===== src/rtl/big_deserialize_pkg.sv =====
// Shared definitions for the dual-lane deserializer: FSM encoding and IDLE word halves.
package big_deserialize_pkg;

  typedef enum logic [1:0] {
    HUNT   = 2'd0,
    VERIFY = 2'd1,
    LOCKED = 2'd2
  } state_t;

  localparam logic [15:0] IDLE_HI_DEF = 16'hF0A5;
  localparam logic [15:0] IDLE_LO_DEF = 16'h0F5A;
  localparam int          BIT_POS_W   = 4;

endpackage


===== src/rtl/big_deserialize_lane.sv =====
// One serial lane: 16-bit MSB-first shift register; outputs the post-shift
// window and whether it matches this lane's IDLE half.
module deser_lane #(
  parameter logic [15:0] IDLE_HALF = 16'h0000
) (
  input  logic        clk_i,
  input  logic        reset_i,
  input  logic        enable_i,
  input  logic        din_i,
  output logic [15:0] sr_o,
  output logic        hit_o
);

  logic [14:0] sr_q;
  logic [15:0] sr_d;

  // Only 15 bits are stored; the 16th is the bit arriving this cycle.
  assign sr_d  = {sr_q, din_i};
  assign sr_o  = sr_d;
  assign hit_o = (sr_d == IDLE_HALF);

  always_ff @(posedge clk_i) begin
    if (reset_i || !enable_i) begin
      sr_q <= '0;
    end else begin
      sr_q <= sr_d[14:0];
    end
  end

endmodule


===== src/rtl/big_deserialize.sv =====
// Two-lane serial receiver: aligns on IDLE words, rebuilds 32-bit words and
// strobes each non-IDLE word one cycle after its last bit.
module big_deserialize
  import big_deserialize_pkg::*;
#(
  parameter logic [15:0] IDLE_HI  = IDLE_HI_DEF,
  parameter logic [15:0] IDLE_LO  = IDLE_LO_DEF,
  parameter int          LOCK_CNT = 4,
  parameter int          CNT_W    = 16
) (
  input  logic             out_clk,
  input  logic             reset,
  input  logic             enable,
  input  logic             resync,
  input  logic             din1,
  input  logic             din2,
  output logic [31:0]      data_out,
  output logic             data_valid,
  output logic             locked,
  output logic [CNT_W-1:0] word_cnt
);

  localparam logic [3:0] LOCK_N = 4'(LOCK_CNT);

  logic [15:0]          sr1, sr2;
  logic                 hit1, hit2, idle_hit, boundary;
  state_t               state_q;
  logic [BIT_POS_W-1:0] bit_pos_q;
  logic [3:0]           match_q, match_inc;
  logic [31:0]          dout_q;
  logic                 vld_q, lock_q;
  logic [CNT_W-1:0]     cnt_q;

  deser_lane #(.IDLE_HALF(IDLE_HI)) u_lane1 (
    .clk_i(out_clk), .reset_i(reset), .enable_i(enable), .din_i(din1),
    .sr_o(sr1), .hit_o(hit1)
  );

  deser_lane #(.IDLE_HALF(IDLE_LO)) u_lane2 (
    .clk_i(out_clk), .reset_i(reset), .enable_i(enable), .din_i(din2),
    .sr_o(sr2), .hit_o(hit2)
  );

  assign idle_hit  = hit1 && hit2;
  assign boundary  = &bit_pos_q;
  assign match_inc = match_q + 4'd1;

  always_ff @(posedge out_clk) begin
    if (reset) begin
      state_q   <= HUNT;
      bit_pos_q <= '0;
      match_q   <= '0;
      dout_q    <= '0;
      vld_q     <= 1'b0;
      lock_q    <= 1'b0;
      cnt_q     <= '0;
    end else if (!enable || resync) begin
      // data_out and word_cnt deliberately survive a loss of lock
      state_q   <= HUNT;
      bit_pos_q <= '0;
      match_q   <= '0;
      vld_q     <= 1'b0;
      lock_q    <= 1'b0;
    end else begin
      vld_q     <= 1'b0;
      bit_pos_q <= bit_pos_q + BIT_POS_W'(1);
      case (state_q)
        HUNT: begin
          if (idle_hit) begin
            bit_pos_q <= '0;
            match_q   <= 4'd1;
            if (LOCK_CNT == 1) begin
              state_q <= LOCKED;
              lock_q  <= 1'b1;
            end else begin
              state_q <= VERIFY;
            end
          end
        end
        VERIFY: begin
          if (boundary) begin
            if (idle_hit) begin
              match_q <= match_inc;
              if (match_inc == LOCK_N) begin
                state_q <= LOCKED;
                lock_q  <= 1'b1;
              end
            end else begin
              state_q <= HUNT;
              match_q <= '0;
            end
          end
        end
        LOCKED: begin
          if (boundary && !idle_hit) begin
            dout_q <= {sr1, sr2};
            vld_q  <= 1'b1;
            if (cnt_q != '1) cnt_q <= cnt_q + CNT_W'(1);
          end
        end
        default: begin
          state_q <= HUNT;
          lock_q  <= 1'b0;
        end
      endcase
    end
  end

  assign data_out   = dout_q;
  assign data_valid = vld_q;
  assign locked     = lock_q;
  assign word_cnt   = cnt_q;

endmodule


===== config.mk =====
export PLATFORM = sky130hd
export DESIGN_NAME = big_deserialize
export DESIGN_NICKNAME = d
export VERILOG_FILES = /design/src/rtl/big_deserialize_pkg.sv /design/src/rtl/big_deserialize_lane.sv /design/src/rtl/big_deserialize.sv
export SDC_FILE = /design/constraint.sdc
export NUM_CORES = 1
export LEC_CHECK = 0
export CORE_MARGIN = 5
export CORE_UTILIZATION = 48
export CTS_CLUSTER_DIAMETER = 40
export DETAILED_ROUTE_END_ITERATION = 12
export GPL_TIMING_DRIVEN = 0
export HOLD_SLACK_MARGIN = 0.06
export PLACE_DENSITY = 0.76
export RECOVER_POWER = 25
export REMOVE_ABC_BUFFERS = 1
export SLEW_MARGIN = 20
export SYNTH_ARGS = -nofsm -noshare
export SYNTH_HDL_FRONTEND = slang
export SYNTH_HIERARCHICAL = 1
export SYNTH_SLANG_ARGS = --single-unit

===== constraint.sdc =====
create_clock -name out_clk -period 2.9 [get_ports out_clk]
set_input_delay 0.87 -clock out_clk [delete_from_list [all_inputs] [get_ports out_clk]]
set_output_delay 0.87 -clock out_clk [all_outputs]
set_load 0.1 [all_outputs]

* Word-level counts from Yosys, hierarchy flattened
Index checks and enable logic that the tools add are counted.
** Word-level totals
- Bits in registers :: 90
- Memories kept :: 0
- Memory bits (writable) :: 0
- Latch bits :: 0
- Memory bits (read-only) :: 0
- Input port bits :: 6
- Output and inout bits :: 50
- Word-level logic and storage cells :: 59
** Cells by class
- $mul :: 0
- Shifts and indexed selects :: 0
- Div/mod/pow operators :: 0
- Bitwise gates (word level) :: 3
- $lt $le $gt $ge :: 0
- Reductions and logical operators :: 17
- Equal/unequal tests :: 11
- $add $sub $neg :: 3
- Mux-type cells :: 16
** Operator list (count)
- $mux W4 :: 5
- $add A16 B1 Y16 const B :: 1
- $eq A16 B12 Y1 const B :: 1
- $eq A16 B16 Y1 const B :: 1
- $ne A16 B16 Y1 const B :: 1
- $reduce_and A4 Y1 :: 4
- $add A4 B1 Y4 const B :: 2
- $mux W2 :: 4
- $ne A2 B2 Y1 const B :: 4
- $pmux W4 S2 :: 1
- $pmux W2 S3 :: 1
- $reduce_and A3 Y1 :: 2
- $eq A4 B3 Y1 const B :: 1
- $mux W1 :: 4
- $reduce_or A2 Y1 :: 2
- $ne A3 B3 Y1 const B :: 1
- $not A1 Y1 :: 3
- $reduce_or A3 Y1 :: 1
- $eq A2 B1 Y1 const B :: 1
- $eq A2 B2 Y1 const B :: 1
- $logic_and A1 B1 Y1 :: 2
- $logic_not A1 Y1 :: 2
- $logic_not A2 Y1 :: 1
- $logic_or A1 B1 Y1 :: 2
- other kinds (2) :: 2

* Depth between registers and ports, before layout
Gate-level depths: netlist of run 1.
- Depth in word-level cells :: 6
- Depth in mapped cells :: 8
- Depth with buffers taken out :: 6

* Hierarchy
Netlist of run 1, hierarchy kept.
** By module, submodules not included
- big_deserialize :: seq. area each 1201.2 um^2, times used 1, cells an instance 320, area each 2612.5 um^2
- deser_lane :: seq. area each 300.3 um^2, times used 2, cells an instance 38, area each 466.7 um^2

* Least setup slack after synthesis of run 1
Ideal clock, no wire load.
- Path kind :: input-to-reg
- Start :: input din2
- End :: register dout_q[18] (netlist: data_out[18])
- Cell stages on the path :: 8
- Library setup time :: 0.070 ns
- Slack :: 0.124 ns
- Buffers on the path :: 2
- Required time :: 2.830 ns
- Arrival time :: 2.705 ns
- Cells stage by stage :: or4bb_1 > nor4_2 > a21oi_2 > nand4_2 > clkbuf_1 > clkbuf_1 > nand2_1 > a21oi_1
** Between the ends
- Word-level cells in the longest chain between the ends :: 5
** RTL lines
- start: declaration :: line big_deserialize.sv:16 : input logic din2,
- $eq A16 B12 Y1 :: line big_deserialize_lane.sv:20 : assign hit_o = (sr_d == IDLE_HALF);
- named net hit2 :: line big_deserialize.sv:26 : logic hit1, hit2, idle_hit, boundary;
- $logic_and A1 B1 Y1 :: line big_deserialize.sv:44 : assign idle_hit = hit1 && hit2;
- $logic_not A1 Y1 :: line big_deserialize.sv:95 : if (boundary && !idle_hit) begin
- $logic_and A1 B1 Y1 :: line big_deserialize.sv:95
- $reduce_and A3 Y1 (no line)
- end signal: assignment :: line big_deserialize.sv:96 : dout_q <= {sr1, sr2};
- end: declaration :: line big_deserialize.sv:30 : logic [31:0] dout_q;
The timed path passes the listed nets, and every way through them passes these cells.
A chain may end at the register's enable or synchronous reset.

* Final worst setup path of run 1
- Start :: register cnt_q[2] (netlist: word_cnt[2])
- End :: output word_cnt[2]
** RTL lines
- start: declaration :: line big_deserialize.sv:32 : logic [CNT_W-1:0] cnt_q;
- start signal: assignment :: line big_deserialize.sv:98 : if (cnt_q != '1) cnt_q <= cnt_q + CNT_W'(1);
- end: declaration :: line big_deserialize.sv:20 : output logic [CNT_W-1:0] word_cnt
No word-level cell between the ends.

==> parameters.txt, run 1 <==
Parameter                              Value

Detailed routing
  DR DRC count    0
  Vias    2971
  First-iteration detailed-routing DRC count    156
  Routed length per instance    15.2 um
  Post-detailed-route count of antenna-violating nets    0
  Routed via count divided by cell count    5.45
  Overall routed net length    8260 um
  Number of iterations in the first detailed-routing pass    4

Timing
  Slew headroom    22.1%
  Clock period minus final worst setup slack    2.84 ns
  Final setup fails    0
  Total negative slack for setup checks    0 ns
  Fmax    0.352 GHz
  Final worst slack    0.0580 ns
  Worst-margin pin slew    1.17 ns
  Clock tree skew after final layout    0.00756 ns
  Final number of max-transition violations    0
  Post-route clock period utilization    98.0%
  Endpoints failing hold    0

Power and ir drop
  Part of the power in registers    58.0%
  Portion of total power attributed to the clock network    40.2%
  Leakage dissipation    0.00148 uW
  Sw Share    20.7%
  Post-layout total power    2140 uW
  Peak supply drop    0.000356 V
  Logic pwr share    1.8%
  Net load switching power    442 uW
  Total power per unit cell area    485 nW/um^2
  Pint    1690 uW

Finish
  Layout Cell Area excl Fill    4400 um^2
  Area growth, synth to finish    24.1%
  Most used cells in the layout excluding fill and tap cells    sky130_fd_sc_hd__dfxtp_1, sky130_fd_sc_hd__nand2_1, sky130_fd_sc_hd__a21oi_1, sky130_fd_sc_hd__clkdlybuf4s50_1, sky130_fd_sc_hd__and2_1
  Most frequent standard cell in the layout excluding fill and tap cells    sky130_fd_sc_hd__dfxtp_1
  Antenna Diode Count    0
  Number of standard cells in the layout, taps in and fillers out    545
  Fraction of final layout cells with drive strength greater than 1    7.85%
  Count of filler cells inserted in the layout    674
  Layout Nets    451

Critical path
  Kind of start point of the critical path    flop
  CP Data Arrival Time    1.97 ns
  Worst path top cell family by delay    buffers and inverters
  CP Buf/Inv Count    1
  Cell Chain, Critical Path    clkdlybuf4s50_1
  Max incr delay on CP    1.18 ns
  Required time worst endpoint    2.03 ns
  Element type at the critical path end    output port
  Worst Path Max Fanout    7
  Slowest cell on crit path    sky130_fd_sc_hd__clkdlybuf4s50_1
  Crit Path Class    reg -> out

Clock tree
  Number of buffers on the longest clock path    2
  Number of post-CTS setup repair buffers    0
  Clock-pin slew on the worst setup and hold paths    0.08 ns
  Clock tree from TritonCTS    built
  Clock Latency Late Sink    0.35 ns
  CTS buffer count    9
  Clock root buffer master    sky130_fd_sc_hd__clkbuf_8
  Number of sinks on the clock net    90
  H-tree depth    3
  Hold-fix buffers at CTS    0

Yosys
  Cell area after synthesis    3550 um^2
  Number of flops mapped to enable cells by yosys    0
  Most area-consuming cells after synthesis    sky130_fd_sc_hd__dfxtp_1, sky130_fd_sc_hd__nand2_1, sky130_fd_sc_hd__a21oi_1
  Most instantiated flip-flop cell in the synthesis netlist    sky130_fd_sc_hd__dfxtp_1
  Mapped Cells    396
  Count of unique library cells instantiated by Yosys    53
  Share of the yosys chip area belonging to registers    50.8%
  Total number of yosys warnings    6
  Dominant cell type by area after synthesis    sky130_fd_sc_hd__dfxtp_1
  Post-synthesis sequential element count    90
  Mapped Avg Cell Area    8.95 um^2
  Synth async-reset ratio    0%
  Share of the synthesized area in the top cell type    50.8%

Floorplan
  Die span in x    96.0 um
  Die Footprint    9210 um^2
  Number of I/O pins    56
  Effective utilization at floorplan    49.2%
  Number of rows created at floorplan    31
  Core box area    7210 um^2
  Die height    96.0 um

GRT
  First-pass GRT wire length    12900 um
  Global router's overall resource usage    17.8%
  Pin count of the biggest net entering global routing    41
  Initial antenna violation count    0
  Remaining global-route overflow    0
  Number of global-route vias before repair    2762

Flow run
  # Max-Cap Violations    0

Place
  HPWL after detailed placement    5250 um
  Cell count after placement    526
  # port buffers    55
  Worst slack, placed    -0.688 ns
  Final weighted congestion in routability-driven placement    0.848
  Placed Instance Area    4130 um^2

Run status
  Status    finished, final reports clean

Min path
  Worst hold path type    reg -> reg
## synthesized netlist by cell type, types with 2 or more instances
cell type,instances
sky130_fd_sc_hd__dfxtp_1,90
sky130_fd_sc_hd__nand2_1,73
sky130_fd_sc_hd__a21oi_1,48
sky130_fd_sc_hd__and2_1,31
sky130_fd_sc_hd__clkbuf_1,17
sky130_fd_sc_hd__nand3_1,11
sky130_fd_sc_hd__nor2_1,11
sky130_fd_sc_hd__o21ai_0,11
sky130_fd_sc_hd__o31ai_1,9
sky130_fd_sc_hd__or4_1,8
sky130_fd_sc_hd__inv_1,7
sky130_fd_sc_hd__and4_1,5
sky130_fd_sc_hd__buf_4,4
sky130_fd_sc_hd__ha_1,4
sky130_fd_sc_hd__nand4_1,4
sky130_fd_sc_hd__nor2b_1,4
sky130_fd_sc_hd__nor3_1,4
sky130_fd_sc_hd__and3_1,3
sky130_fd_sc_hd__buf_2,3
sky130_fd_sc_hd__nand4b_1,3
sky130_fd_sc_hd__nor4_1,3
sky130_fd_sc_hd__nor4_2,3
sky130_fd_sc_hd__a21boi_0,2
sky130_fd_sc_hd__a311oi_1,2
sky130_fd_sc_hd__a41oi_1,2
sky130_fd_sc_hd__and2_2,2
sky130_fd_sc_hd__nand4_2,2
sky130_fd_sc_hd__nand4bb_1,2
sky130_fd_sc_hd__o211ai_1,2
sky130_fd_sc_hd__or4b_1,2
sky130_fd_sc_hd__or4bb_1,2
## cell families (layout without fill, tap and decap cells)
group	after synthesis	in the layout	synth area share (%)
fa+ha+maj	4	4	1.41
mux	1	1	0.318
compound gates	86	86	14.4
buf+inv	32	79	4.13
xor+xnor	2	2	0.494
flops	90	90	50.8
simple gates	181	184	28.5
## registers in the layout, indices dropped and copies added, names as in the netlist
| name | flops |
|---|---|
| data_valid | 1 |
| match_q | 4 |
| word_cnt | 16 |
| u_lane1/sr_q | 15 |
| locked | 1 |
| u_lane2/sr_q | 15 |
| bit_pos_q | 4 |
| state_q | 2 |
| data_out | 32 |
## worst reg2reg max path, stage by stage (launching register included)
cell,delay (ns)
sky130_fd_sc_hd__dfxtp_1,0.33
sky130_fd_sc_hd__or4b_1,0.59
sky130_fd_sc_hd__nor4_4,0.41
sky130_fd_sc_hd__a21oi_4,0.18
sky130_fd_sc_hd__nand4_4,0.24
sky130_fd_sc_hd__nor4_1,0.11
sky130_fd_sc_hd__mux2_1,0.33
## power groups by stage
stage	clock network (uW)	logic, uW	registers, uW
6_report	859	38.5	1240
2_1_floorplan	0	11.1	1270
3_5_place_dp	0	36.3	1270
5_1_grt	944	41.9	1240
4_1_cts	887	37.7	1240
3_3_place_gp	0	33.7	1270
## layer usage
layer	up-vias	global-route usage [%]	part of all wire, %
met5	-	0	0
met4	0	4.98	0.47
met3	2	6.02	5.3
met2	72	30.1	50
met1	1407	21.7	45
li1	1490	-	-
## area by class of cell
cell class | instances | area, um^2 | area share, %
multi-input combinational | 277 | 1700 | 38.7
clock inverter | 4 | 50.0 | 1.14
sequential | 90 | 1800 | 40.9
tap | 99 | 124 | 2.81
timing repair buffer | 56 | 542 | 12.3
inverter | 7 | 26.3 | 0.597
clock buffer | 12 | 155 | 3.52
## worst paths after layout
path                                    end  slack [ns]                         from  depth (start not counted)
hold / removal    data_out[18]$_SDFFE_PP0P_        0.46    data_out[18]$_SDFFE_PP0P_                          2
setup / recovery                word_cnt[2]        0.06     word_cnt[2]$_SDFFE_PP0P_                          1
setup reg to reg   word_cnt[8]$_SDFFE_PP0P_        0.61  u_lane2/sr_q[11]$_SDFF_PP0_                          6
hold reg to reg   data_out[18]$_SDFFE_PP0P_        0.46    data_out[18]$_SDFFE_PP0P_                          2
## what timing repair did
action / CTS / global route
pin swaps: 2 / 3
resized for setup: 6 / 8
setup endpoints to repair: 49 / 21
endpoints found under the hold margin: 0 / 0
cloned: 1 / 2
## per-stage QoR
| step | hold slack [ns] | util, % |
|---|---|---|
| after floorplan | 0.418 | - |
| after global placement | 0.429 | 56.8 |
| after detailed placement | 0.444 | 57.3 |
| after CTS | 0.456 | 60.8 |
| after global routing | 0.473 | 61.0 |
| final | 0.456 | 61.0 |
No activity file was read; power rests on OpenSTA's default activity.
==> run 2: changes to the inputs <==
- ABC_AREA: not set -> 1
- PLACE_DENSITY: 0.76 -> 0.75
==> run 2 against run 1 <==
Worst hold slack got worse by 0.013 ns. Critical path depth unchanged. Core utilization decreased by 1.4 points. Synthesized area increased by 7.4%. Sequential cell count unchanged. Sequential power about the same. Die area increased by 6.6%. Worst setup slack got worse by 0.0053 ns. Clock-buffer cell count decreased by 1. Non-clock buffer count decreased by 1. Largest power group unchanged.
==> parameters.txt, run 2 <==
Parameter                              Value

Power and ir drop
  Net load switching power    472 uW (+6.7%)
  Sw Share    23.1% (+2.4 points)
  Leakage dissipation    0.00177 uW (+20%)
  Logic pwr share    2.4% (+0.6 points)
  Part of the power in registers    60.8% (+2.8 points)
  Pint    1570 uW (-7.5%)
  Portion of total power attributed to the clock network    36.8% (-3.4 points)
  Total power per unit cell area    442 nW/um^2 (-8.8%)
  Post-layout total power    2040 uW (-4.6%)
  Peak supply drop    0.000279 V (-22%)

Finish
  Most used cells in the layout excluding fill and tap cells    sky130_fd_sc_hd__nor2_1, sky130_fd_sc_hd__dfxtp_1, sky130_fd_sc_hd__nand2_1, sky130_fd_sc_hd__inv_1, sky130_fd_sc_hd__clkdlybuf4s50_1
  Antenna Diode Count    0 (unchanged)
  Flip-flop count of the largest register after layout    32 (unchanged)
  Area growth, synth to finish    21.0%
  Layout Nets    567 (+26%)
  Most frequent standard cell in the layout excluding fill and tap cells    sky130_fd_sc_hd__nor2_1
  Fraction of final layout cells with drive strength greater than 1    10.7% (+2.8 points)
  Number of standard cells in the layout, taps in and fillers out    664 (+22%)

Floorplan
  Die span in x    99.1 um (+3.3%)
  Die height    99.1 um (+3.3%)
  Number of rows created at floorplan    32 (+3.2%)
  Core box area    7730 um^2 (+7.1%)
  Die Footprint    9820 um^2 (+6.6%)
  Effective utilization at floorplan    49.3% (+0.14 points)
  Number of I/O pins    56 (unchanged)

Detailed routing
  Vias    3212 (+8.1%)
  DR DRC count    0 (unchanged)
  Routed via count divided by cell count    4.84 (-11%)
  Post-detailed-route count of antenna-violating nets    0 (unchanged)
  Number of iterations in the first detailed-routing pass    4 (unchanged)
  Routed length per instance    12.2 um (-19%)
  First-iteration detailed-routing DRC count    147 (-5.8%)
  Overall routed net length    8130 um (-1.6%)

Timing
  Fmax    0.351 GHz (-0.19%)
  Worst-margin pin slew    0.983 ns (-0.190 ns)
  Final setup fails    0 (unchanged)
  Slew headroom    34.2% (+12 points)
  Setup repair after global routing missed its margin    yes
  Final number of max-transition violations    0 (unchanged)
  Clock period minus final worst setup slack    2.85 ns (+0.00534 ns)
  Clock tree skew after final layout    0.0138 ns (+0.00619 ns)
  Post-route clock period utilization    98.2% (+0.18 points)
  Endpoints failing hold    0 (unchanged)

Critical path
  Worst path depth    1 (unchanged)
  Cell Chain, Critical Path    clkdlybuf4s50_1
  Kind of start point of the critical path    flop
  Startpoint of the most critical register-to-register path    u_lane1/sr_q[3]$_SDFF_PP0_
  Required time worst endpoint    2.03 ns (about the same)
  Worst path top cell family by delay    buffers and inverters
  CP Buf/Inv Count    1 (unchanged)
  Crit Path Class    reg -> out
  Worst Path Max Fanout    5 (-2)
  Worst R2R Setup Slack    0.93 ns (+0.32 ns)
  Element type at the critical path end    output port
  Slowest cell on crit path    sky130_fd_sc_hd__clkdlybuf4s50_1
  CP Data Arrival Time    1.98 ns (about the same)
  Worst reg2reg endpoint    word_cnt[15]$_SDFFE_PP0P_
  Reg2reg path depth    14 (+8)
  Max incr delay on CP    1.18 ns (about the same)

Yosys
  Dominant cell type by area after synthesis    sky130_fd_sc_hd__dfxtp_1
  Fraction of synthesized cell area in xor and xnor cells    1.61% (+1.1 points)
  Number of flops mapped to enable cells by yosys    0 (unchanged)
  Most area-consuming cells after synthesis    sky130_fd_sc_hd__dfxtp_1, sky130_fd_sc_hd__nor2_1, sky130_fd_sc_hd__nand2_1
  Mapped Avg Cell Area    7.53 um^2 (-16%)
  Share of the yosys chip area belonging to registers    47.3% (-3.5 points)
  Synth Area in Compound Gates    8.61% (-5.8 points)
  Cell area after synthesis    3810 um^2 (+7.4%)
  Cell with the most instances after synthesis    sky130_fd_sc_hd__nor2_1
  Total number of yosys warnings    6 (unchanged)
  Share of the synthesized area in the top cell type    47.3% (-3.5 points)
  Area share of and/or/nand/nor cells after synthesis    32.6% (+4.1 points)
  Ranking of synthesized cells by instance count    sky130_fd_sc_hd__nor2_1, sky130_fd_sc_hd__dfxtp_1, sky130_fd_sc_hd__nand2_1
  Multiplexer share of the synthesized area    0% (-0.32 points)
  Synth async-reset ratio    0% (unchanged)
  Area share of fa/ha/maj cells after synthesis    1.31% (-0.097 points)
  Mapped Cells    506 (+28%)
  Post-synthesis sequential element count    90 (unchanged)
  Most instantiated flip-flop cell in the synthesis netlist    sky130_fd_sc_hd__dfxtp_1
  Main combinational cell family by area after synthesis    simple AND/OR/NAND/NOR gates
  Count of unique library cells instantiated by Yosys    29 (-45%)

Clock tree
  Hold-fix buffers at CTS    0 (unchanged)
  Clock-pin slew on the worst setup and hold paths    0.09 ns (about the same)
  CTS buffer count    9 (unchanged)
  Clock tree from TritonCTS    built
  Number of sinks on the clock net    90 (unchanged)
  Number of buffers on the longest clock path    2 (unchanged)
  Number of post-CTS setup repair buffers    0 (unchanged)
  Clock root buffer master    sky130_fd_sc_hd__clkbuf_8
  Clock Latency Late Sink    0.35 ns (about the same)
  H-tree depth    3 (unchanged)

Run status
  Status    finished, final reports clean

GRT
  Pin count of the biggest net entering global routing    43 (+4.9%)
  Remaining global-route overflow    0 (unchanged)
  First-pass GRT wire length    13800 um (+7.5%)
  Global router's overall resource usage    17.0% (-0.84 points)
  Number of global-route vias before repair    3140 (+14%)
  Initial antenna violation count    0 (unchanged)

Flow run
  # Max-Cap Violations    0 (unchanged)

Place
  Cell count after placement    647 (+23%)
  Final weighted congestion in routability-driven placement    0.848 (about the same)
  # port buffers    55 (unchanged)
  HPWL after detailed placement    5400 um (+2.9%)

Min path
  Worst hold path type    reg -> reg
  Startpoint of the most critical hold path    u_lane1/sr_q[12]$_SDFF_PP0_
  Number of stages on the worst hold path    2 (unchanged)
  Worst-case hold path end point    u_lane1/sr_q[13]$_SDFF_PP0_
-- run 2: cell count changes in the layout (fill, tap and decap cells not counted), moves of 9 or more --
cell,change
sky130_fd_sc_hd__a21oi_1,-31
sky130_fd_sc_hd__and2_0,-15
sky130_fd_sc_hd__and2_1,-16
sky130_fd_sc_hd__inv_1,+49
sky130_fd_sc_hd__nand2_1,+12
sky130_fd_sc_hd__nand3_1,+16
sky130_fd_sc_hd__nor2_1,+101
sky130_fd_sc_hd__nor2_2,+19
sky130_fd_sc_hd__o21ai_0,+29
sky130_fd_sc_hd__o31ai_1,-9
-- run 2: how the worst max path moves through the flow --
stage | from | endpoint | slack, ns
2_1_floorplan | din2 | word_cnt[0]$_SDFFE_PP0P_ | 0.39
3_3_place_gp | din1 | word_cnt[14]$_SDFFE_PP0P_ | -0.69
3_5_place_dp | din1 | word_cnt[15]$_SDFFE_PP0P_ | -0.74
4_1_cts | word_cnt[5]$_SDFFE_PP0P_ | word_cnt[5] | 0.003
5_1_grt | reset | data_out[7]$_SDFFE_PP0P_ | -0.06
6_report | word_cnt[11]$_SDFFE_PP0P_ | word_cnt[11] | 0.05
-- run 2: kinds of logic after synthesis --
| family | Yosys count |
|---|---|
| and+or+nand+nor | 267 |
| DFF | 90 |
| buffers and inverters | 76 |
| AOI/OAI and AO/OA | 62 |
| xor gates and xnor gates | 7 |
| adders and majority gates | 4 |
-- run 2: timing repair --
action	CTS	global route
resized for setup	3	12
endpoints found under the setup margin	47	16
endpoints found under the hold margin	0	0
gates cloned	0	1
-- run 2: power by group through the flow --
stage,clock [uW],sequential (uW),combinational [uW]
final,751,1240,49.3
after global routing,838,1240,56.8
after CTS,773,1240,52.1
after detailed placement,0,1270,51.8
after global placement,0,1270,51.0
after floorplan,0,1270,30.0
-- run 2: final cells by class --
cell class | count | area, um^2
clock buffers | 11 | 131
clock inverters | 5 | 38.8
fillers | 685 | 3120
inverters | 60 | 251
multi-input cells | 341 | 1690
flip-flops and latches | 90 | 1800
well taps | 102 | 128
repair buffers | 55 | 568
-- run 2: per-layer routing --
layer | wire length, um | GRT usage, % | up-vias
met5 | 0 | 0 | -
met4 | 87 | 5.15 | 0
met3 | 451 | 4.10 | 14
met2 | 3940 | 28.3 | 73
met1 | 3650 | 21.8 | 1459
li1 | - | - | 1666
-- run 2: through the flow --
step                      hold slack (ns)  cell area, um^2  utilization [%]  setup slack (ns)  setup TNS, ns
after floorplan                     0.418             3710                -             0.392              0
after global placement              0.428             4390             56.8            -0.688         -23.05
after detailed placement            0.435             4390             56.8            -0.736         -24.69
after CTS                           0.443             4580             59.3           0.00275              0
after global routing                0.473             4610             59.6           -0.0559        -0.0559
final                               0.443             4610             59.6            0.0527              0
